File: config.mk
export PLATFORM = sky130hd
export DESIGN_NAME = mmio_uart_tx
export DESIGN_NICKNAME = d
export VERILOG_FILES = /design/src/rtl/mmio_uart_tx.sv
export SDC_FILE = /design/constraint.sdc
export NUM_CORES = 1
export LEC_CHECK = 0
export BUFFER_PORTS_ARGS = -buffer_cell sky130_fd_sc_hd__buf_2
export CAP_MARGIN = 20
export CORE_MARGIN = 2
export CORE_UTILIZATION = 35
export CTS_CLUSTER_DIAMETER = 120
export DETAILED_ROUTE_END_ITERATION = 12
export GPL_ROUTABILITY_DRIVEN = 0
export PLACE_DENSITY = 0.61
export SETUP_SLACK_MARGIN = 0.3
export SLEW_MARGIN = 20
export SYNTH_ARGS = -nofsm -noshare
export SYNTH_HDL_FRONTEND = slang
export SYNTH_SLANG_ARGS = --single-unit
File: constraint.sdc
create_clock -name clk -period 3 [get_ports clk]
set_clock_uncertainty 0.15 [all_clocks]
set_input_delay 0.45 -clock clk [delete_from_list [all_inputs] [get_ports clk]]
set_output_delay 0.45 -clock clk [all_outputs]
set_load 0.1 [all_outputs]
File: src/rtl/mmio_uart_tx.sv
// Memory-mapped 8N1 UART transmitter: TXDATA pushes into a small FIFO, STATUS reports FIFO/FSM state.
// Optional even-parity bit is compiled in with `define UART_TX_PARITY_EN.
module mmio_uart_tx #(
    parameter logic [31:0] BASE_ADDR    = 32'h0000_0100,
    parameter int          CLKS_PER_BIT = 16,
    parameter int          FIFO_DEPTH   = 4
) (
    input  logic        clk,
    input  logic        reset,
    input  logic [1:0]  memwrite,
    input  logic [31:0] dataadr,
    input  logic [31:0] writedata,
    output logic [31:0] readdata,
    output logic        hit,
    output logic        tx
);
    localparam int TW = $clog2(CLKS_PER_BIT);
    localparam int AW = $clog2(FIFO_DEPTH);
    localparam int CW = AW + 1;
    localparam logic [TW-1:0] T_LAST = TW'(CLKS_PER_BIT - 1);

    typedef enum logic [2:0] {
        S_IDLE   = 3'd0,
        S_START  = 3'd1,
        S_DATA   = 3'd2,
`ifdef UART_TX_PARITY_EN
        S_PARITY = 3'd3,
`endif
        S_STOP   = 3'd4
    } state_t;

    state_t        state_q, state_d;
    logic [TW-1:0] timer_q, timer_d;
    logic [2:0]    bit_q, bit_d;
    logic          tx_q, tx_d;
    logic [7:0]    data_q, data_d;
    logic [AW-1:0] wr_ptr_q, wr_ptr_d, rd_ptr_q, rd_ptr_d;
    logic [CW-1:0] count_q, count_d;
    logic          ovf_q, ovf_d;
    logic [7:0]    fifo_mem [FIFO_DEPTH];

    logic          wr_txdata, wr_status, full, empty, push, pop, timer_last;
    logic [4:0]    cnt5;
    logic [3:0]    cnt_sat;
    logic          unused_bits;

    assign unused_bits = ^{writedata[31:8], dataadr[1:0]};

    always_comb begin
        hit       = (dataadr[31:4] == BASE_ADDR[31:4]);
        wr_txdata = (|memwrite) && hit && (dataadr[3:2] == 2'd0);
        wr_status = (|memwrite) && hit && (dataadr[3:2] == 2'd1);
        full      = (count_q == CW'(FIFO_DEPTH));
        empty     = (count_q == '0);
        cnt5      = 5'(count_q);
        cnt_sat   = (cnt5 > 5'd15) ? 4'hF : cnt5[3:0];
        readdata  = 32'h0;
        if (hit && dataadr[3:2] == 2'd1)
            readdata = {24'h0, cnt_sat, ovf_q, empty, full, (state_q != S_IDLE)};
    end

    // Bit-timing FSM; tx_d is the line level for the cycle after the edge.
    always_comb begin
        state_d    = state_q;
        timer_d    = timer_q;
        bit_d      = bit_q;
        tx_d       = tx_q;
        data_d     = data_q;
        pop        = 1'b0;
        timer_last = (timer_q == T_LAST);
        case (state_q)
            S_IDLE: begin
                tx_d = 1'b1;
                if (!empty) begin
                    pop     = 1'b1;
                    data_d  = fifo_mem[rd_ptr_q];
                    state_d = S_START;
                    timer_d = '0;
                    tx_d    = 1'b0;
                end
            end
            S_START: begin
                timer_d = timer_q + TW'(1);
                if (timer_last) begin
                    state_d = S_DATA;
                    timer_d = '0;
                    bit_d   = 3'd0;
                    tx_d    = data_q[0];
                end
            end
            S_DATA: begin
                timer_d = timer_q + TW'(1);
                if (timer_last) begin
                    timer_d = '0;
                    if (bit_q == 3'd7) begin
`ifdef UART_TX_PARITY_EN
                        state_d = S_PARITY;
                        tx_d    = ^data_q;
`else
                        state_d = S_STOP;
                        tx_d    = 1'b1;
`endif
                    end else begin
                        bit_d = bit_q + 3'd1;
                        tx_d  = data_q[bit_q + 3'd1];
                    end
                end
            end
`ifdef UART_TX_PARITY_EN
            S_PARITY: begin
                timer_d = timer_q + TW'(1);
                if (timer_last) begin
                    state_d = S_STOP;
                    timer_d = '0;
                    tx_d    = 1'b1;
                end
            end
`endif
            S_STOP: begin
                timer_d = timer_q + TW'(1);
                if (timer_last) begin
                    timer_d = '0;
                    if (!empty) begin
                        pop     = 1'b1;
                        data_d  = fifo_mem[rd_ptr_q];
                        state_d = S_START;
                        tx_d    = 1'b0;
                    end else begin
                        state_d = S_IDLE;
                        tx_d    = 1'b1;
                    end
                end
            end
            default: begin
                state_d = S_IDLE;
                timer_d = '0;
                tx_d    = 1'b1;
            end
        endcase
    end

    // A push into a full FIFO still lands when the FSM pops on the same edge.
    always_comb begin
        push     = wr_txdata && (!full || pop);
        wr_ptr_d = push ? wr_ptr_q + AW'(1) : wr_ptr_q;
        rd_ptr_d = pop ? rd_ptr_q + AW'(1) : rd_ptr_q;
        count_d  = count_q;
        if (push && !pop)
            count_d = count_q + CW'(1);
        else if (pop && !push)
            count_d = count_q - CW'(1);
        ovf_d = ovf_q;
        if (wr_status && writedata[3])
            ovf_d = 1'b0;
        if (wr_txdata && full && !pop)
            ovf_d = 1'b1;
    end

    always_ff @(posedge clk or negedge reset) begin
        if (!reset) begin
            state_q  <= S_IDLE;
            timer_q  <= '0;
            bit_q    <= 3'd0;
            tx_q     <= 1'b1;
            wr_ptr_q <= '0;
            rd_ptr_q <= '0;
            count_q  <= '0;
            ovf_q    <= 1'b0;
        end else begin
            state_q  <= state_d;
            timer_q  <= timer_d;
            bit_q    <= bit_d;
            tx_q     <= tx_d;
            wr_ptr_q <= wr_ptr_d;
            rd_ptr_q <= rd_ptr_d;
            count_q  <= count_d;
            ovf_q    <= ovf_d;
        end
    end

    always_ff @(posedge clk) begin
        data_q <= data_d;
        if (push)
            fifo_mem[wr_ptr_q] <= writedata[7:0];
    end

    assign tx = tx_q;
endmodule

==> flow_metrics.py <==
metrics = {
    "run_status": {
        "outcome": "finished clean",
    },
    "timing": {
        "slew_headroom_pct": 59.6,
        "max_slew.worst_pin.slew_ps": 606,
        "tns_ps": 0,
        "period_needed_ps": 2680,
        "setup_viol": 0,
        "slew_violations": 0,
        "hold_viol": 0,
        "grt_setup_unrepaired": "yes",
        "fmax_mhz": 373,
        "fin_crit_sh_pct": 89.3,
    },
    "floorplan": {
        "fp.dieW_microns": 98.6,
        "num_rows": 34,
        "io_pins": 102,
        "start_util_pct": 36.1,
        "fp.dieH_microns": 98.6,
        "core_sq_um": 8680,
        "dieArea_sq_um": 9720,
    },
    "logic_synthesis": {
        "synth_area_leaders": "edfxtp_1 38%, dfrtp_1 14%, mux4_2 7.2%",
        "syn_area_per_cell_sq_um": 13.4,
        "syn-cell-area_sq_um": 3130,
        "ys_ff_latch": 59,
        "yosysUniqueCellTypes": 56,
        "synth_top_cell_area_share_pct": 38.4,
        "ys_warn_count": 0,
        "ys_seq_area_share_pct": 53.6,
        "synth_largest_area_cell": "edfxtp_1",
        "netlist_instances": 234,
    },
    "global_route": {
        "antenna_found_initial": 0,
        "track_usage_pct": 12.1,
        "grt_pass1_wl_mm": 9.18,
        "overflow": 0,
        "grt_max_degree": 20,
        "grt_pass1_vias": 1867,
    },
    "detailed_routing": {
        "vias": 1987,
        "antenna_left": 0,
        "dr.pass1.iters": 4,
        "drt_iter0_markers": 53,
        "drt_wl_total_mm": 5.63,
        "drc": 0,
        "via_per_inst": 4.78,
        "wl_per_cell_microns": 13.5,
    },
    "clocking": {
        "cts_root_buf": "clkbuf_8",
        "cts_buffers": 9,
        "clkTransAtPathRegs_ps": 70,
        "clockBufferDepth": 2,
        "cts_max_level": 3,
        "cts.sinks": 59,
        "cts_tree": "done",
        "clock_latency_ps": 340,
    },
    "layout": {
        "drive_above_1_share_pct": 38.0,
        "fill_cells": 803,
        "seqCellArea_sq_um": 1680,
        "nets": 380,
        "insertedDiodeCount": 0,
        "multi_input_area_sq_um": 1330,
        "area_growth_pct": 22.6,
    },
    "place": {
        "dp_hpwl_mm": 4.11,
        "io_buffer_count": 50,
    },
    "power_and_ir_drop": {
        "ir_drop_mv": 0.368,
        "power_leakage_uw": 0.00152,
        "finalPower_uw": 1680,
        "powerDensity_nw_per_um2": 437,
    },
    "critical_path": {
        "critPathKind": "input port to primary output",
        "rr_startpoint": "timer_q[0]",
        "cp-end-kind": "primary output",
        "r2r_cells": 9,
        "r2r_end": "count_q[1]",
        "r2r_slack_ps": 440,
        "cp.arrival_ps": 2080,
        "required_ps": 2400,
        "cp_max_fo": 4,
        "cp-start-kind": "input port",
    },
    "min_path": {
        "hp-start": "writedata[6]",
        "holdPathStages": 1,
        "min_to": "fifo_mem[0][6]",
        "hold_path_class": "input port to flop",
    },
    "run": {
        "max_cap_violations": 0,
    },
}
==> cell usage after synthesis (all sizes together) <==
| library cell | n |
|---|---|
| a2111oi | 1 |
| a211oi | 2 |
| a21o | 2 |
| a21oi | 9 |
| a22o | 1 |
| a22oi | 1 |
| a31oi | 1 |
| a32o | 1 |
| and2 | 3 |
| and3 | 2 |
| and4b | 1 |
| buf | 29 |
| clkbuf | 3 |
| conb | 1 |
| dfrtp | 18 |
| dfstp | 1 |
| edfxtp | 40 |
| fa | 1 |
| ha | 8 |
| inv | 13 |
| mux2 | 2 |
| mux2i | 1 |
| mux4 | 10 |
| nand2 | 10 |
| nand2b | 1 |
| nand3 | 6 |
| nand3b | 1 |
| nand4 | 3 |
| nor2 | 11 |
| nor2b | 4 |
| nor3 | 7 |
| nor3b | 5 |
| nor4 | 7 |
| nor4b | 1 |
| o21ai | 11 |
| o21ba | 1 |
| o32a | 1 |
| o32ai | 1 |
| or2 | 1 |
| or3 | 1 |
| or3b | 2 |
| or4 | 2 |
| xnor2 | 3 |
| xor2 | 4 |
==> power by group <==
part	leakage (uW)	internal, uW	switching [uW]
combinational	0.000849	28.1	169
sequential	0.000591	869	0.00000760
clock	0.0000787	294	317
total	0.00152	1190	485
==> layout make-up <==
cell class              count  area share, %
multi-input cells         154           34.5
flip-flops and latches     59           43.7
repair buffers             66           12.6
inverters                  13           1.27
well taps                 108           3.52
clock inverters             7           1.17
clock buffers               9           3.23
==> cell families (layout without fill, tap and decap cells) <==
family | Yosys count | after routing | share of synthesized area [%]
buf+inv | 45 | 95 | 8.59
other cells | 1 | 25 | 0.120
mux | 13 | 13 | 8.23
simple gates | 68 | 68 | 16.5
flops | 59 | 59 | 53.6
xor+xnor | 7 | 7 | 1.96
fa+ha+maj | 9 | 9 | 3.84
compound gates | 32 | 32 | 7.15
==> registers in the layout, indices dropped and copies added (netlist names) <==
register / cells
bit_q: 3
count_q: 3
data_q: 8
fifo_mem: 32
ovf_q: 1
rd_ptr_q: 2
state_q: 3
timer_q: 4
tx: 1
wr_ptr_q: 2
==> placed cells by master, fill, tap and decap left out, types with 2 or more instances in the layout <==
cell type and instances:
ha_1 7, o21ai_1 2, clkinv_2 2, xnor2_1 3
a21o_1 2, nand2_1 10, and2_1 3, nor2b_1 4
nand3_1 5, buf_12 7, edfxtp_1 40, o21ai_0 9
nor2_4 3, dfrtp_1 18, conb_1 25, buf_2 43
nor3_1 6, nor3b_1 4, mux4_2 10, inv_1 13
and3_1 2, xor2_1 4, nor4_4 6, nor2_1 7
clkbuf_8 9, clkinvlp_4 3, a21oi_1 8, or3b_4 2
buf_4 14
==> per-stage QoR <==
stage               utilization [%]  cells  setup WS (ps)  hold slack (ps)  area (sq um)
global placement               41.4    396            108              281          3590
floorplan                         -    258            118             4.41          3230
global route                   44.2    416            261              162          3840
finish                         44.2    416            320              175          3840
CTS                            43.4    413            301              158          3770
detailed placement             41.4    396            105              290          3590
==> how the worst max path moves through the flow <==
stage,start,to,cells past startpoint
2_1_floorplan,dataadr[6],readdata[0],4
3_3_place_gp,dataadr[19],count_q[2],11
3_5_place_dp,dataadr[19],count_q[2],11
4_1_cts,dataadr[14],readdata[2],7
5_1_grt,dataadr[27],readdata[3],7
6_report,dataadr[27],readdata[3],7
==> critical path, stage by stage <==
cell,delay [ps]
buf_2,110
nor4_4,320
nand3_2,150
buf_6,150
or4_4,550
nor2_2,160
buf_12,190
==> per-layer routing <==
layer / share of wire [%] / vias up / global-route usage, %
met5: 0 / - / 0
met4: 1.2 / 0 / 4.74
met3: 3.7 / 7 / 2.98
met2: 51 / 48 / 19.7
met1: 44 / 978 / 15.7
li1: - / 954 / -
==> repair_timing <==
item / in CTS / in global routing
setup buffers: 0 / 3
hold buffers: 1 / 0
hold endpoints to repair: 18 / 0
gates resized for setup: 0 / 9
endpoints found under the setup margin: 0 / 9
(Power assumes the default switching activity.)
